**src/rtl/aes_dec_pkg.sv**
```systemverilog
// Shared types, constants and GF(2^8) helpers for the byte-serial AES-128 decryptor.
// inv_mix_col packs a column as {row0,row1,row2,row3}, row0 in the top byte.
package aes_dec_pkg;

    typedef enum logic [1:0] {
        ST_LOAD,
        ST_SUB,
        ST_MIX,
        ST_OUT
    } dec_state_t;

    localparam logic [3:0] NR = 4'd10;
    localparam int         NB = 16;

    function automatic logic [7:0] xtime(input logic [7:0] b);
        return {b[6:0], 1'b0} ^ (b[7] ? 8'h1b : 8'h00);
    endfunction

    function automatic logic [7:0] gmul9(input logic [7:0] b);
        return xtime(xtime(xtime(b))) ^ b;
    endfunction

    function automatic logic [7:0] gmul11(input logic [7:0] b);
        return xtime(xtime(xtime(b))) ^ xtime(b) ^ b;
    endfunction

    function automatic logic [7:0] gmul13(input logic [7:0] b);
        return xtime(xtime(xtime(b))) ^ xtime(xtime(b)) ^ b;
    endfunction

    function automatic logic [7:0] gmul14(input logic [7:0] b);
        return xtime(xtime(xtime(b))) ^ xtime(xtime(b)) ^ xtime(b);
    endfunction

    function automatic logic [31:0] inv_mix_col(input logic [31:0] col);
        logic [7:0] b0, b1, b2, b3;
        b0 = col[31:24];
        b1 = col[23:16];
        b2 = col[15:8];
        b3 = col[7:0];
        return {gmul14(b0) ^ gmul11(b1) ^ gmul13(b2) ^ gmul9(b3),
                gmul9(b0)  ^ gmul14(b1) ^ gmul11(b2) ^ gmul13(b3),
                gmul13(b0) ^ gmul9(b1)  ^ gmul14(b2) ^ gmul11(b3),
                gmul11(b0) ^ gmul13(b1) ^ gmul9(b2)  ^ gmul14(b3)};
    endfunction

endpackage

```
**src/rtl/aes_decrypt_unit_if.sv**
```systemverilog
// Byte-serial ciphertext/plaintext handshake plus the combinational round-key memory port.
// slave is the decryptor side; master is the host/key-memory side.
interface aes_decrypt_unit_if;
    logic       valid_input;
    logic [7:0] data_in;
    logic       ready;
    logic       valid_output;
    logic [7:0] data_out;
    logic [7:0] key_addr;
    logic [7:0] key;
    logic [3:0] rnd;

    modport slave (
        input  valid_input, data_in, key,
        output ready, valid_output, data_out, key_addr, rnd
    );

    modport master (
        output valid_input, data_in, key,
        input  ready, valid_output, data_out, key_addr, rnd
    );
endinterface

```
**src/rtl/aes_inv_sub_bytes.sv**
```systemverilog
// Combinational AES inverse S-box, one byte in, one byte out.
module aes_inv_sub_bytes (
    input  logic [7:0] in_byte,
    output logic [7:0] out_byte
);
    localparam logic [7:0] INV_SBOX [256] = '{
        8'h52, 8'h09, 8'h6a, 8'hd5, 8'h30, 8'h36, 8'ha5, 8'h38, 8'hbf, 8'h40, 8'ha3, 8'h9e, 8'h81, 8'hf3, 8'hd7, 8'hfb,
        8'h7c, 8'he3, 8'h39, 8'h82, 8'h9b, 8'h2f, 8'hff, 8'h87, 8'h34, 8'h8e, 8'h43, 8'h44, 8'hc4, 8'hde, 8'he9, 8'hcb,
        8'h54, 8'h7b, 8'h94, 8'h32, 8'ha6, 8'hc2, 8'h23, 8'h3d, 8'hee, 8'h4c, 8'h95, 8'h0b, 8'h42, 8'hfa, 8'hc3, 8'h4e,
        8'h08, 8'h2e, 8'ha1, 8'h66, 8'h28, 8'hd9, 8'h24, 8'hb2, 8'h76, 8'h5b, 8'ha2, 8'h49, 8'h6d, 8'h8b, 8'hd1, 8'h25,
        8'h72, 8'hf8, 8'hf6, 8'h64, 8'h86, 8'h68, 8'h98, 8'h16, 8'hd4, 8'ha4, 8'h5c, 8'hcc, 8'h5d, 8'h65, 8'hb6, 8'h92,
        8'h6c, 8'h70, 8'h48, 8'h50, 8'hfd, 8'hed, 8'hb9, 8'hda, 8'h5e, 8'h15, 8'h46, 8'h57, 8'ha7, 8'h8d, 8'h9d, 8'h84,
        8'h90, 8'hd8, 8'hab, 8'h00, 8'h8c, 8'hbc, 8'hd3, 8'h0a, 8'hf7, 8'he4, 8'h58, 8'h05, 8'hb8, 8'hb3, 8'h45, 8'h06,
        8'hd0, 8'h2c, 8'h1e, 8'h8f, 8'hca, 8'h3f, 8'h0f, 8'h02, 8'hc1, 8'haf, 8'hbd, 8'h03, 8'h01, 8'h13, 8'h8a, 8'h6b,
        8'h3a, 8'h91, 8'h11, 8'h41, 8'h4f, 8'h67, 8'hdc, 8'hea, 8'h97, 8'hf2, 8'hcf, 8'hce, 8'hf0, 8'hb4, 8'he6, 8'h73,
        8'h96, 8'hac, 8'h74, 8'h22, 8'he7, 8'had, 8'h35, 8'h85, 8'he2, 8'hf9, 8'h37, 8'he8, 8'h1c, 8'h75, 8'hdf, 8'h6e,
        8'h47, 8'hf1, 8'h1a, 8'h71, 8'h1d, 8'h29, 8'hc5, 8'h89, 8'h6f, 8'hb7, 8'h62, 8'h0e, 8'haa, 8'h18, 8'hbe, 8'h1b,
        8'hfc, 8'h56, 8'h3e, 8'h4b, 8'hc6, 8'hd2, 8'h79, 8'h20, 8'h9a, 8'hdb, 8'hc0, 8'hfe, 8'h78, 8'hcd, 8'h5a, 8'hf4,
        8'h1f, 8'hdd, 8'ha8, 8'h33, 8'h88, 8'h07, 8'hc7, 8'h31, 8'hb1, 8'h12, 8'h10, 8'h59, 8'h27, 8'h80, 8'hec, 8'h5f,
        8'h60, 8'h51, 8'h7f, 8'ha9, 8'h19, 8'hb5, 8'h4a, 8'h0d, 8'h2d, 8'he5, 8'h7a, 8'h9f, 8'h93, 8'hc9, 8'h9c, 8'hef,
        8'ha0, 8'he0, 8'h3b, 8'h4d, 8'hae, 8'h2a, 8'hf5, 8'hb0, 8'hc8, 8'heb, 8'hbb, 8'h3c, 8'h83, 8'h53, 8'h99, 8'h61,
        8'h17, 8'h2b, 8'h04, 8'h7e, 8'hba, 8'h77, 8'hd6, 8'h26, 8'he1, 8'h69, 8'h14, 8'h63, 8'h55, 8'h21, 8'h0c, 8'h7d
    };

    assign out_byte = INV_SBOX[in_byte];
endmodule

```
**src/rtl/aes_decrypt_unit.sv**
```systemverilog
// Byte-serial iterative AES-128 decryptor over two 16-byte banks; optional AES_DEC_OUTPUT_REG_EN registers the output.
// Latency: first plaintext byte 197 cycles after the last ciphertext byte (198 with the output register).
// Backpressure: ready only in LOAD; valid_input outside LOAD is ignored, output stream cannot be stalled.
module aes_decrypt_unit
    import aes_dec_pkg::*;
(
    input  logic              clk,
    input  logic              reset,
    aes_decrypt_unit_if.slave bus
);
    dec_state_t  state_q, state_d;
    logic [3:0]  cnt_q, cnt_d;
    logic [3:0]  rnd_q, rnd_d;
    logic [7:0]  bank_a_q [NB];
    logic [7:0]  bank_a_d [NB];
    logic [7:0]  bank_b_q [NB];
    logic [7:0]  bank_b_d [NB];
    logic [1:0]  src_col;
    logic [7:0]  sbox_in, sbox_out;
    logic [31:0] mix_in, mix_out;

    // InvShiftRows folded into the read address: dest (r,c) pulls from column (c-r) mod 4.
    assign src_col = cnt_q[3:2] - cnt_q[1:0];
    assign sbox_in = bank_a_q[{src_col, cnt_q[1:0]}];

    aes_inv_sub_bytes u_inv_sbox (
        .in_byte  (sbox_in),
        .out_byte (sbox_out)
    );

    assign mix_in  = {bank_b_q[{cnt_q[1:0], 2'd0}], bank_b_q[{cnt_q[1:0], 2'd1}],
                      bank_b_q[{cnt_q[1:0], 2'd2}], bank_b_q[{cnt_q[1:0], 2'd3}]};
    assign mix_out = inv_mix_col(mix_in);

    always_comb begin
        state_d  = state_q;
        cnt_d    = cnt_q;
        rnd_d    = rnd_q;
        bank_a_d = bank_a_q;
        bank_b_d = bank_b_q;
        case (state_q)
            ST_LOAD: begin
                if (bus.valid_input) begin
                    bank_a_d[cnt_q] = bus.data_in ^ bus.key;
                    cnt_d           = cnt_q + 4'd1;
                    if (cnt_q == 4'd15) begin
                        state_d = ST_SUB;
                        rnd_d   = NR - 4'd1;
                    end
                end
            end
            ST_SUB: begin
                bank_b_d[cnt_q] = sbox_out ^ bus.key;
                cnt_d           = cnt_q + 4'd1;
                if (cnt_q == 4'd15) begin
                    state_d = (rnd_q == 4'd0) ? ST_OUT : ST_MIX;
                end
            end
            ST_MIX: begin
                bank_a_d[{cnt_q[1:0], 2'd0}] = mix_out[31:24];
                bank_a_d[{cnt_q[1:0], 2'd1}] = mix_out[23:16];
                bank_a_d[{cnt_q[1:0], 2'd2}] = mix_out[15:8];
                bank_a_d[{cnt_q[1:0], 2'd3}] = mix_out[7:0];
                cnt_d                        = cnt_q + 4'd1;
                if (cnt_q == 4'd3) begin
                    cnt_d   = 4'd0;
                    rnd_d   = rnd_q - 4'd1;
                    state_d = ST_SUB;
                end
            end
            ST_OUT: begin
                cnt_d = cnt_q + 4'd1;
                if (cnt_q == 4'd15) begin
                    state_d = ST_LOAD;
                    rnd_d   = NR;
                end
            end
            default: begin
                state_d = ST_LOAD;
                cnt_d   = 4'd0;
                rnd_d   = NR;
            end
        endcase
    end

    always_ff @(posedge clk) begin
        if (reset) begin
            state_q <= ST_LOAD;
            cnt_q   <= 4'd0;
            rnd_q   <= NR;
        end else begin
            state_q <= state_d;
            cnt_q   <= cnt_d;
            rnd_q   <= rnd_d;
        end
    end

    // Bank contents are only ever read after being written for the current block.
    always_ff @(posedge clk) begin
        bank_a_q <= bank_a_d;
        bank_b_q <= bank_b_d;
    end

    assign bus.ready    = (state_q == ST_LOAD);
    assign bus.rnd      = rnd_q;
    assign bus.key_addr = {rnd_q, (state_q == ST_LOAD || state_q == ST_SUB) ? cnt_q : 4'd0};

`ifdef AES_DEC_OUTPUT_REG_EN
    logic       out_vld_q, out_vld_d;
    logic [7:0] out_dat_q, out_dat_d;

    always_comb begin
        out_vld_d = (state_q == ST_OUT);
        out_dat_d = out_vld_d ? bank_b_q[cnt_q] : 8'h00;
    end

    always_ff @(posedge clk) begin
        if (reset) begin
            out_vld_q <= 1'b0;
            out_dat_q <= 8'h00;
        end else begin
            out_vld_q <= out_vld_d;
            out_dat_q <= out_dat_d;
        end
    end

    assign bus.valid_output = out_vld_q;
    assign bus.data_out     = out_dat_q;
`else
    assign bus.valid_output = (state_q == ST_OUT);
    assign bus.data_out     = (state_q == ST_OUT) ? bank_b_q[cnt_q] : 8'h00;
`endif

endmodule

```
**src/flat_wrapper.sv**
```systemverilog
// flat-port wrapper written by rule: the top's interface ports become plain ports
module aes_decrypt_unit_flat import aes_dec_pkg::*;
  (clk, reset, bus_valid_input, bus_data_in, bus_key, bus_ready, bus_valid_output, bus_data_out, bus_key_addr, bus_rnd);
  aes_decrypt_unit_if bus_i ();
  input  logic clk;
  input  logic reset;
  input wire logic [$bits(bus_i.valid_input)-1:0] bus_valid_input;
  input wire logic [$bits(bus_i.data_in)-1:0] bus_data_in;
  input wire logic [$bits(bus_i.key)-1:0] bus_key;
  output wire logic [$bits(bus_i.ready)-1:0] bus_ready;
  output wire logic [$bits(bus_i.valid_output)-1:0] bus_valid_output;
  output wire logic [$bits(bus_i.data_out)-1:0] bus_data_out;
  output wire logic [$bits(bus_i.key_addr)-1:0] bus_key_addr;
  output wire logic [$bits(bus_i.rnd)-1:0] bus_rnd;
  assign bus_i.valid_input = bus_valid_input;
  assign bus_i.data_in = bus_data_in;
  assign bus_i.key = bus_key;
  assign bus_ready = bus_i.ready;
  assign bus_valid_output = bus_i.valid_output;
  assign bus_data_out = bus_i.data_out;
  assign bus_key_addr = bus_i.key_addr;
  assign bus_rnd = bus_i.rnd;
  aes_decrypt_unit u_core (.clk(clk), .reset(reset), .bus(bus_i));
endmodule
```
**config.mk**
```make
export PLATFORM = sky130hd
export DESIGN_NAME = aes_decrypt_unit_flat
export DESIGN_NICKNAME = d
export VERILOG_FILES = /design/src/rtl/aes_dec_pkg.sv /design/src/rtl/aes_decrypt_unit_if.sv /design/src/rtl/aes_inv_sub_bytes.sv /design/src/rtl/aes_decrypt_unit.sv /design/src/flat_wrapper.sv
export SDC_FILE = /design/constraint.sdc
export NUM_CORES = 1
export LEC_CHECK = 0
export BUFFER_PORTS_ARGS = -buffer_cell sky130_fd_sc_hd__buf_2
export CELL_PAD_IN_SITES_DETAIL_PLACEMENT = 1
export CELL_PAD_IN_SITES_GLOBAL_PLACEMENT = 1
export CORE_MARGIN = 10
export CORE_UTILIZATION = 50
export DETAILED_ROUTE_END_ITERATION = 12
export GPL_ROUTABILITY_DRIVEN = 0
export PLACE_DENSITY_LB_ADDON = 0.1
export SLEW_MARGIN = 20
export SYNTH_ARGS = -nofsm -noshare
export SYNTH_HDL_FRONTEND = slang
export SYNTH_HIERARCHICAL = 1
export SYNTH_SLANG_ARGS = --single-unit
```
**constraint.sdc**
```tcl
create_clock -name clk -period 9.1 [get_ports clk]
set_input_delay 1.82 -clock clk [delete_from_list [all_inputs] [get_ports clk]]
set_output_delay 1.82 -clock clk [all_outputs]
set_load 0.01 [all_outputs]
```
==> flow_summary.toml, run 1 <==
[run_status]
outcome = "complete, no violations"

[job]
max_cap_violations = 0

[global_routing]
grt_start_max_net_pins = 75
grt.overflow.total = 0
grt_antenna_before_repair = 0
first_global_vias = 14100
grt_use_total = 0.2870
grt_pass1_wl_mm = 96.77

[clock_tree]
clk_pin_slew_ns = 0.06
cts_buffer_depth = 3
clk-insertion-delay-late_ns = 0.58
cts_tree = "done"
cts_max_level = 1
numCtsBuffers = 30
cts.sinks = 266
postCtsSetupRepairBufs = 0
ctsHoldBuffers = 0
cts_root_buf = "clkbuf_16"
cts_resized = 0

[route]
drt-total-wl_mm = 65.75
routedWlPerCell_um = 32.73
drtIter0Drc = 1908
detail-route-antenna-nets = 0
routed-via-count = 14380
firstDrtPassIters = 5
viasPerCell = 7.155
route.detailed.drc = 0

[pwr]
peakVddDrop_mv = 0.1920
leakage_nw = 6.871
power.total_w = 0.005113
powerDensity_nw_per_um2 = 254.8

[floorplan]
initial_core_util = 0.5085
die_height_um = 213.2
fp.coreArea_um2 = 36700
die_area_um2 = 45450
placementRows = 70
ios = 41
die_w_um = 213.2

[timing]
drv_slew = 0
max_freq_ghz = 0.1400
final_hold_viol_count = 0
max_slew_margin = 0.2014
finalCriticalPeriod_ns = 7.142
rsz0062_at_grt = "false"
setup-tns-final_ns = 0
tightestPinTransition_ns = 1.191
setup_viol = 0
finalCritPeriodShare = 0.7848
fin_skew_ns = 0.02471

[worst_setup_path]
crit_end = "u_core/bank_b_q[21]"
r2r_setup_slack_ns = 1.96
r2r-start = "u_core/cnt_q[2]"
worst_r2r_path_depth = 18
startpoint = "u_core/cnt_q[2]"
worst-endpoint-required_ns = 9.36
slowest_delay_ns = 0.74
r2r-end = "u_core/bank_b_q[21]"
worst_setup_path_start_kind = "flop"
critPathKind = "flop to flop"
path_cells = "clkinv_1 > ha_1 > xnor2_1 > nand2_1 > a21o_1 > o21ai_0 > o21ai_0 > a21oi_2 > buf_4 > inv_1 > ha_1 > nand2b_1 > and3_1 > o21ai_0 > a31oi_1 > o22ai_1 > o311a_1 > xor2_2"
end_kind = "flop"
critical_path_arrival_ns = 7.40
crit_top_cell = "o21ai_0"
cp_max_fo = 25
critPathSlowestCell = "ha_1"

[final_layout]
final_cell_mix = "256 x edfxtp_1, 133 x o22ai_1, 100 x xnor2_1, 94 x nand2_1, 91 x mux4_2"
drive_gt1_frac = 0.1935
area_delta_synth_final_pct = 7.543
final_nets = 1562
final_common_cell = "edfxtp_1"

[placement]
dp_hpwl_mm = 45.96
place.port_buffers = 40

[min_path]
hold_class = "flop to flop"

[synthesis]
synth_area_um2 = 18660
synth-edff-count = 256
yosys_warnings = 6
postSynthAreaPerCell_um2 = 12.01
ys.flop_type = "edfxtp_1"
ys_ff_latch = 266
syn_nets = 1600
syn_inst = 1554
synth.distinct_cells = 94
yosysSeqAreaShare = 0.4227
ys_async_sr_fraction = 0
-- per-stage QoR --
| step | setup WS, ns | cells | hold slack [ns] | instance area, µm² | utilization |
|---|---|---|---|---|---|
| 5_1_grt | 1.448 | 2008 | 0.5779 | 20070 | 0.5468 |
| 3_3_place_gp | 1.939 | 1952 | 0.5240 | 19010 | 0.5180 |
| 4_1_cts | 1.685 | 2008 | 0.5423 | 19990 | 0.5448 |
| 3_5_place_dp | 1.742 | 1952 | 0.5295 | 19010 | 0.5180 |
| 6_report | 1.958 | 2009 | 0.5435 | 20070 | 0.5468 |
| 2_1_floorplan | 3.348 | 1554 | 0.5381 | 18660 | - |
-- power by group --
part           internal, W  total [W]  switching, W  leakage, nW
combinational     0.000794    0.00243       0.00164         3.93
sequential         0.00147    0.00148     0.0000120         2.47
clock             0.000694    0.00120      0.000509        0.475
-- worst max-delay path: cells and delay by family, from the launching register on --
| kind | cells | cell delay, ns |
|---|---|---|
| adders and majority gates | 2 | 1.28 |
| and+or+nand+nor | 3 | 1.14 |
| DFF | 1 | 0.47 |
| xor gates and xnor gates | 2 | 1.05 |
| buffers and inverters | 3 | 1.33 |
| AOI/OAI and AO/OA | 8 | 1.52 |
-- kinds of logic after synthesis --
kind of cell,Yosys count,share of synthesized area
multiplexers,121,0.1299
AO/OA/AOI/OAI,445,0.1563
XOR/XNOR,204,0.1359
AND/OR/NAND/NOR,326,0.08938
buffers and inverters,165,0.04774
flip-flops,266,0.4227
adder cells (fa/ha/maj),27,0.01810
-- Yosys cell counts, types with 9 or more instances --
cell | count | share of area
a211oi_1 | 21 | 0.0084
a21o_1 | 10 | 0.0040
a21oi_1 | 70 | 0.019
a31oi_1 | 25 | 0.0084
and2_1 | 25 | 0.0084
and3_1 | 13 | 0.0044
buf_1 | 9 | 0.0018
buf_2 | 48 | 0.013
buf_4 | 20 | 0.0080
buf_6 | 16 | 0.0097
clkbuf_1 | 52 | 0.010
dfxtp_1 | 10 | 0.011
edfxtp_1 | 256 | 0.41
ha_1 | 27 | 0.018
inv_1 | 16 | 0.0032
mux2i_1 | 19 | 0.010
mux4_2 | 91 | 0.11
nand2_1 | 94 | 0.019
nand2b_1 | 25 | 0.0084
nand3_1 | 19 | 0.0051
nand3b_1 | 9 | 0.0036
nor2_1 | 58 | 0.012
nor2b_1 | 27 | 0.0091
nor3_1 | 21 | 0.0056
o211ai_1 | 19 | 0.0076
o21ai_0 | 67 | 0.018
o21ai_1 | 9 | 0.0024
o22ai_1 | 133 | 0.045
o31ai_1 | 9 | 0.0036
xnor2_1 | 101 | 0.047
xnor2_2 | 19 | 0.017
xnor3_1 | 26 | 0.031
xor2_1 | 42 | 0.020
-- routing by layer --
| metal | track usage | vias to the layer above | routed length [µm] | share of wire |
|---|---|---|---|---|
| li1 | - | 5988 | - | - |
| met1 | 0.3917 | 7326 | 26190 | 0.40 |
| met2 | 0.4565 | 900 | 30780 | 0.47 |
| met3 | 0.05147 | 161 | 6480 | 0.099 |
| met4 | 0.09142 | 0 | 2303 | 0.035 |
| met5 | 0 | - | 0 | 0 |
-- layout make-up --
| type | count | area (µm²) |
|---|---|---|
| flip-flops and latches | 266 | 7895 |
| fillers | 3740 | 16630 |
| multi-input cells | 1123 | 10030 |
| inverters | 19 | 71.32 |
| well taps | 468 | 585.6 |
| diodes | 1 | 2.502 |
| clock inverters | 22 | 217.7 |
| repair buffers | 76 | 495.5 |
| clock buffers | 34 | 765.7 |
-- registers in the layout, summed over array words and instances, names as in the netlist --
register and count:
u_core/state_q 2, u_core/cnt_q 4, u_core/bank_b_q 128, u_core/bus.rnd 4, u_core/bank_a_q 128
-- worst min path at each step --
stage | startpoint | endpoint | slack [ns] | cells after the start
2_1_floorplan | u_core/bus.rnd[2] | u_core/bus.rnd[2] | 0.54 | 2
3_3_place_gp | u_core/bus.rnd[2] | u_core/bus.rnd[2] | 0.52 | 2
6_report | u_core/bus.rnd[3] | u_core/bus.rnd[3] | 0.54 | 1
5_1_grt | u_core/bus.rnd[3] | u_core/bus.rnd[3] | 0.58 | 1
3_5_place_dp | u_core/bus.rnd[3] | u_core/bus.rnd[3] | 0.53 | 1
4_1_cts | u_core/bus.rnd[3] | u_core/bus.rnd[3] | 0.54 | 1
Power figures use the tool's default switching activity.
==> run 2: changes to the inputs <==
--- a/config.mk
+++ b/config.mk
@@ -5,11 +5,12 @@
 export SDC_FILE = /design/constraint.sdc
 export NUM_CORES = 1
 export LEC_CHECK = 0
+export ABC_AREA = 1
 export BUFFER_PORTS_ARGS = -buffer_cell sky130_fd_sc_hd__buf_2
 export CELL_PAD_IN_SITES_DETAIL_PLACEMENT = 1
 export CELL_PAD_IN_SITES_GLOBAL_PLACEMENT = 1
 export CORE_MARGIN = 10
-export CORE_UTILIZATION = 50
+export CORE_UTILIZATION = 43
 export DETAILED_ROUTE_END_ITERATION = 12
 export GPL_ROUTABILITY_DRIVEN = 0
 export PLACE_DENSITY_LB_ADDON = 0.1
==> constraint.sdc (replaced) <==
create_clock -name clk -period 5.9 [get_ports clk]
set_input_delay 1.18 -clock clk [delete_from_list [all_inputs] [get_ports clk]]
set_output_delay 1.18 -clock clk [all_outputs]
set_load 0.01 [all_outputs]
==> run 2 against run 1 <==
Net effect:
- non-clock buffer count grew 54
- clock-buffer cell count grew 2
- die area grew 25%
- first-iteration DRC count grew 33%
- largest power group unchanged
- clock power grew 48%
- critical endpoint is now u_core/bank_b_q[116]
==> flow_summary.toml, run 2 <==
[clock_tree]
cts_tree = "done"
numCtsBuffers = 31
clk_pin_slew_ns = 0.06
clk-insertion-delay-late_ns = 0.57
ctsHoldBuffers = 0
cts.sinks = 266
postCtsSetupRepairBufs = 0
cts_buffer_depth = 3
cts_root_buf = "clkbuf_16"
cts_max_level = 1
cts_resized = 0

[synthesis]
synth.most_common_cell = "nand2_1"
ys_ff_latch = 266
synth_area_um2 = 20460
ys_top_cells_by_area = "edfxtp_1 38%, nand2_1 20%, nand3_1 12%"
ys_async_sr_fraction = 0
synth-edff-count = 256
yosys_warnings = 6
yosysSeqAreaShare = 0.3856
ys.flop_type = "edfxtp_1"
syn_nets = 2932
synth.distinct_cells = 56
postSynthAreaPerCell_um2 = 7.088
ys_top_cells_by_count = "1,114 x nand2_1, 490 x nand3_1, 256 x edfxtp_1"
syn_inst = 2886
yosysTopAreaCellShare = 0.3758
synth_area_leader_cell = "edfxtp_1"

[timing]
finalWorstSetupSlack_ns = 1.259
finalCriticalPeriod_ns = 4.641
fin_skew_ns = 0.01466
tightestPinTransition_ns = 1.188
drv_slew = 0
setup_viol = 0
max_slew_margin = 0.2050
finalCritPeriodShare = 0.7867
final_hold_viol_count = 0
max_freq_ghz = 0.2155
rsz0062_at_grt = "false"
setup-tns-final_ns = 0

[pwr]
leakage_nw = 9.988
powerDensity_nw_per_um2 = 375.4
intPower_w = 0.004377
p_sw_frac = 0.4794
clock_power_share = 0.212
p_seq_frac = 0.274
p_switching_w = 0.004030
power_frac_comb = 0.514
peakVddDrop_mv = 0.2376

[route]
routed-via-count = 21470
route.detailed.drc = 0
drtIter0Drc = 2530
drt-total-wl_mm = 91.06
viasPerCell = 6.055
detail-route-antenna-nets = 0
routedWlPerCell_um = 25.69
firstDrtPassIters = 5

[worst_setup_path]
worst-endpoint-required_ns = 6.29
worst_setup_path_start_kind = "flop"
critPathKind = "flop to flop"
cp_max_fo = 16
critical_path_arrival_ns = 5.03
end_kind = "flop"

[placement]
placed_area_um2 = 21440
place_inst = 3488
place.port_buffers = 40
dp_hpwl_mm = 67.61
pre_cts_ws_ns = 1.263

[floorplan]
die_height_um = 238.1
initial_core_util = 0.4376
die_area_um2 = 56700
placementRows = 79
die_w_um = 238.1
fp.coreArea_um2 = 46750
ios = 41

[final_layout]
design_area_um2 = 22400
final_cells = 3545
drive_gt1_frac = 0.09837
area_delta_synth_final_pct = 9.474
seq_area_um2 = 7893
top_regs = "u_core/bank_a_q (128), u_core/bank_b_q (128)"
final_util = 0.4790
num_antenna_cells = 0
final_cell_mix = "1,112 x nand2_1, 490 x nand3_1, 256 x edfxtp_1, 175 x inv_1, 150 x nor2_1"
final_nets = 2960
final_common_cell = "nand2_1"
nFillCells = 5991
multiInputGateArea_um2 = 11190

[global_routing]
grt_pass1_wl_mm = 135.6
grt_antenna_before_repair = 0
grt_start_max_net_pins = 93
grt_use_total = 0.3134
grt.overflow.total = 0
first_global_vias = 21450

[job]
max_cap_violations = 0

[run_status]
outcome = "complete, no violations"

[min_path]
hold_class = "flop to flop"
run 2: final cells by class:
cell class | count | share of cell area
Inverter | 192 | 0.03235
Tap cell | 607 | 0.03391
Clock inverter | 21 | 0.006090
Multi-Input combinational cell | 2293 | 0.4995
Sequential cell | 266 | 0.3524
Timing Repair Buffer | 130 | 0.04023
Clock buffer | 36 | 0.03548
run 2: logic make-up after synthesis:
| group | after synthesis | share of synthesized area |
|---|---|---|
| XOR/XNOR | 127 | 0.05804 |
| multiplexers | 5 | 0.002447 |
| buffers and inverters | 327 | 0.06997 |
| flip-flops | 266 | 0.3856 |
| adder cells (fa/ha/maj) | 27 | 0.01651 |
| AO/OA/AOI/OAI | 280 | 0.08037 |
| AND/OR/NAND/NOR | 1854 | 0.3871 |
run 2: final timing paths:
check / start / to / slack [ns] / cells after the start
setup / recovery: u_core/cnt_q[2] / u_core/bank_b_q[116] / 1.26 / 21
hold / removal: u_core/state_q[0] / u_core/state_q[0] / 0.55 / 2
hold reg to reg: u_core/state_q[0] / u_core/state_q[0] / 0.55 / 2
setup reg to reg: u_core/cnt_q[2] / u_core/bank_b_q[116] / 1.26 / 21
run 2: per-layer routing:
layer | part of all wire | track usage | routed length (µm)
met1 | 0.40 | 0.3950 | 36660
met2 | 0.45 | 0.5098 | 41350
met4 | 0.054 | 0.1485 | 4906
met5 | 0 | 0 | 0
met3 | 0.089 | 0.06155 | 8140
run 2: per-stage QoR:
stage / total power, W / hold slack, ns
after floorplan: 0.004958 / 0.4845
after global placement: 0.006411 / 0.5189
after detailed placement: 0.006482 / 0.5349
after CTS: 0.008253 / 0.5461
after global routing: 0.008796 / 0.5781
final: 0.008407 / 0.5514
run 2: power groups by stage:
stage	combinational, W	sequential (W)	clock (W)
5_1_grt	0.00462	0.00231	0.00187
2_1_floorplan	0.00262	0.00234	0
6_report	0.00432	0.00231	0.00178
3_3_place_gp	0.00406	0.00235	0
3_5_place_dp	0.00414	0.00235	0
4_1_cts	0.00415	0.00231	0.00180
run 2: critical path: stages (launching register included):
cell,delay [ns]
dfxtp_1,0.46
inv_1,0.16
ha_1,0.34
inv_1,0.40
a221oi_1,0.13
o21ai_0,0.13
nand3_1,0.10
nand2_1,0.20
buf_4,0.25
ha_1,0.26
nor2_1,0.09
nor2_1,0.54
nand2_1,0.30
nand2_1,0.13
nand2_1,0.05
nand2_1,0.07
nand2_1,0.14
nand2_1,0.10
nand3_1,0.08
nand2_1,0.11
xor2_1,0.15
buf_4,0.24
==> run 3: changes to the inputs <==
--- a/config.mk
+++ b/config.mk
@@ -5,12 +5,12 @@
 export SDC_FILE = /design/constraint.sdc
 export NUM_CORES = 1
 export LEC_CHECK = 0
-export ABC_AREA = 1
+export ABC_AREA = 0
 export BUFFER_PORTS_ARGS = -buffer_cell sky130_fd_sc_hd__buf_2
 export CELL_PAD_IN_SITES_DETAIL_PLACEMENT = 1
 export CELL_PAD_IN_SITES_GLOBAL_PLACEMENT = 1
 export CORE_MARGIN = 10
-export CORE_UTILIZATION = 43
+export CORE_UTILIZATION = 48
 export DETAILED_ROUTE_END_ITERATION = 12
 export GPL_ROUTABILITY_DRIVEN = 0
 export PLACE_DENSITY_LB_ADDON = 0.1
==> constraint.sdc (replaced) <==
create_clock -name clk -period 4.2 [get_ports clk]
set_input_delay 0.84 -clock clk [delete_from_list [all_inputs] [get_ports clk]]
set_output_delay 0.84 -clock clk [all_outputs]
set_load 0.01 [all_outputs]
==> run 3 against run 2 <==
Net effect:
- critical path depth fell by 1
- sequential power increased by 38%
- total power up 60%
- via count down 27%
- clock power up 54%
- clock skew up 0.032 ns
- register-to-register slack got worse by 1.2 ns
- core utilization rose by 13 points
- final cell count decreased by 34%
- first-iteration DRC count is 25% lower
- routed wire length decreased by 17%
- worst hold slack worse by 0.023 ns
==> flow_summary.toml, run 3 (synthesis results as in run 1) <==
[timing]
rsz0062_at_grt = "true"
tightestPinTransition_ns = 1.121
finalCritPeriodShare = 0.9844
setup_viol = 0
finalCriticalPeriod_ns = 4.134
setup-tns-final_ns = 0
max_freq_ghz = 0.2419
final_hold_viol_count = 0
drv_slew = 0
fin_skew_ns = 0.04702
max_slew_margin = 0.2487

[route]
viasPerCell = 6.732
route.detailed.drc = 0
drt-total-wl_mm = 75.73
routedWlPerCell_um = 32.34
routed-via-count = 15770
firstDrtPassIters = 6
detail-route-antenna-nets = 0
drtIter0Drc = 1900

[floorplan]
placementRows = 72
fp.coreArea_um2 = 38560
initial_core_util = 0.4840
die_w_um = 217.2
ios = 41
die_height_um = 217.2
die_area_um2 = 47160

[min_path]
hold_class = "input port to flop"
worstHoldPathCells = 2
hold_path_startpoint = "reset"

[global_routing]
first_global_vias = 16060
grt_antenna_before_repair = 0
grt_use_total = 0.3109
grt_pass1_wl_mm = 109.8
grt.overflow.total = 0
grt_start_max_net_pins = 73

[pwr]
p_switching_w = 0.005444
peakVddDrop_mv = 0.3843
intPower_w = 0.008027
p_seq_frac = 0.237
powerDensity_nw_per_um2 = 577.3
clock_power_share = 0.203
power_frac_comb = 0.560
leakage_nw = 8.535
p_sw_frac = 0.4041

[final_layout]
drive_gt1_frac = 0.3662
design_area_um2 = 23330
final_common_cell = "buf_4"
area_delta_synth_final_pct = 25.04
num_antenna_cells = 0
top_regs = "u_core/bank_a_q (128), u_core/bank_b_q (128)"
final_cell_mix = "285 x buf_4, 256 x edfxtp_1, 133 x o22ai_1, 99 x xnor2_1, 91 x mux4_2"
final_nets = 1849

[worst_setup_path]
worst_setup_path_start_kind = "flop"
startpoint = "u_core/cnt_q[2]"
critical_path_arrival_ns = 4.46
worst-endpoint-required_ns = 4.52
path_cells = "clkinv_4 > ha_4 > xnor2_4 > nand2_2 > buf_4 > buf_4 > a21o_1 > o21ai_0 > a31oi_1 > o21ai_4 > buf_4 > buf_6 > nor2_1 > buf_4 > a311oi_1 > o211a_1 > nor4_1 > a211o_1 > xor2_4 > buf_12"
worst_r2r_path_depth = 20
slowest_delay_ns = 0.37
end_kind = "flop"
r2r-start = "u_core/cnt_q[2]"
crit_top_cell = "buf_4"
cp_max_fo = 17
critPathKind = "flop to flop"
critPathSlowestCell = "dfxtp_4"

[run_status]
outcome = "complete, no violations"

[clock_tree]
cts_max_level = 1
cts_root_buf = "clkbuf_16"
ctsHoldBuffers = 0
cts_buffer_depth = 3
numCtsBuffers = 30
cts_tree = "done"
cts.sinks = 266
clk-insertion-delay-late_ns = 0.61
clk_pin_slew_ns = 0.06

[placement]
dp_hpwl_mm = 53.41
place.port_buffers = 40
placed_area_um2 = 21440

[job]
max_cap_violations = 0
## run 3: changes by cell type in the layout (fill, tap and decap cells not counted), sizes merged, moves of 31 or more
cell | previous run | this run
xnor2 | 32 | 126
inv | 192 | 18
nand2 | 1162 | 95
xor2 | 95 | 44
nand3 | 497 | 20
xnor3 | 0 | 31
buf | 130 | 360
nor2 | 169 | 61
o21ai | 151 | 76
o22ai | 2 | 133
mux4 | 0 | 95
## run 3: worst max-delay path, delay by kind of cell (launching register included)
family          cells  cell delay (ns)
fa+ha+maj           1             0.19
buf+inv             7             1.16
compound gates      7             1.55
xor+xnor            2             0.34
flops               1             0.37
simple gates        3             0.22
## run 3: timing repair
| item | CTS | global route |
|---|---|---|
| gates resized for setup | 37 | 84 |
| pin swaps | 12 | 27 |
| setup buffers | 11 | 12 |
| endpoints found under the setup margin | 128 | 128 |
| gates cloned | 3 | 1 |
## run 3: path summary, 6_finish.rpt
kind	end	slack [ns]
worst max-delay path	u_core/bank_b_q[111]	0.07
worst min-delay path	u_core/cnt_q[1]	0.53
worst max register to register	u_core/bank_b_q[111]	0.07
worst min register to register	u_core/bus.rnd[3]	0.55
## run 3: layout make-up
cell class | count | area, µm²
tap | 518 | 648.1
clock buffer | 31 | 754.5
clock inverter | 22 | 264.0
sequential | 266 | 7900
multi-input combinational | 1123 | 10600
timing repair buffer | 363 | 3075
inverter | 19 | 86.33
fill | 3890 | 15220
## run 3: per-stage QoR
stage          setup WS, ns  power [W]  instances  hold slack (ns)  utilization
6_report            0.06560    0.01347       2342           0.5283       0.6051
5_1_grt            -0.03653    0.01379       2342           0.5444       0.6051
4_1_cts            0.003646    0.01301       2330           0.5225       0.5930
3_5_place_dp        -0.2756   0.009943       2264           0.5432       0.5561
3_3_place_gp        -0.1456   0.009836       2264           0.5307       0.5561
2_1_floorplan       -0.3893   0.006748       1554           0.5381            -
## run 3: power groups by stage
stage          logic [W]  registers, W  clock network [W]
3_5_place_dp     0.00670       0.00324                  0
6_report         0.00755       0.00319            0.00274
5_1_grt          0.00774       0.00319            0.00286
4_1_cts          0.00708       0.00319            0.00275
3_3_place_gp     0.00659       0.00324                  0
2_1_floorplan    0.00351       0.00324                  0
## run 3: routing by layer
metal  vias up  wire length, µm  global-route usage
met5         -                0                   0
met4         0             3688              0.1391
met1      7923            28870              0.4066
li1       6567                -                   -
met2      1042            35310              0.4928
met3       235             7860             0.06255
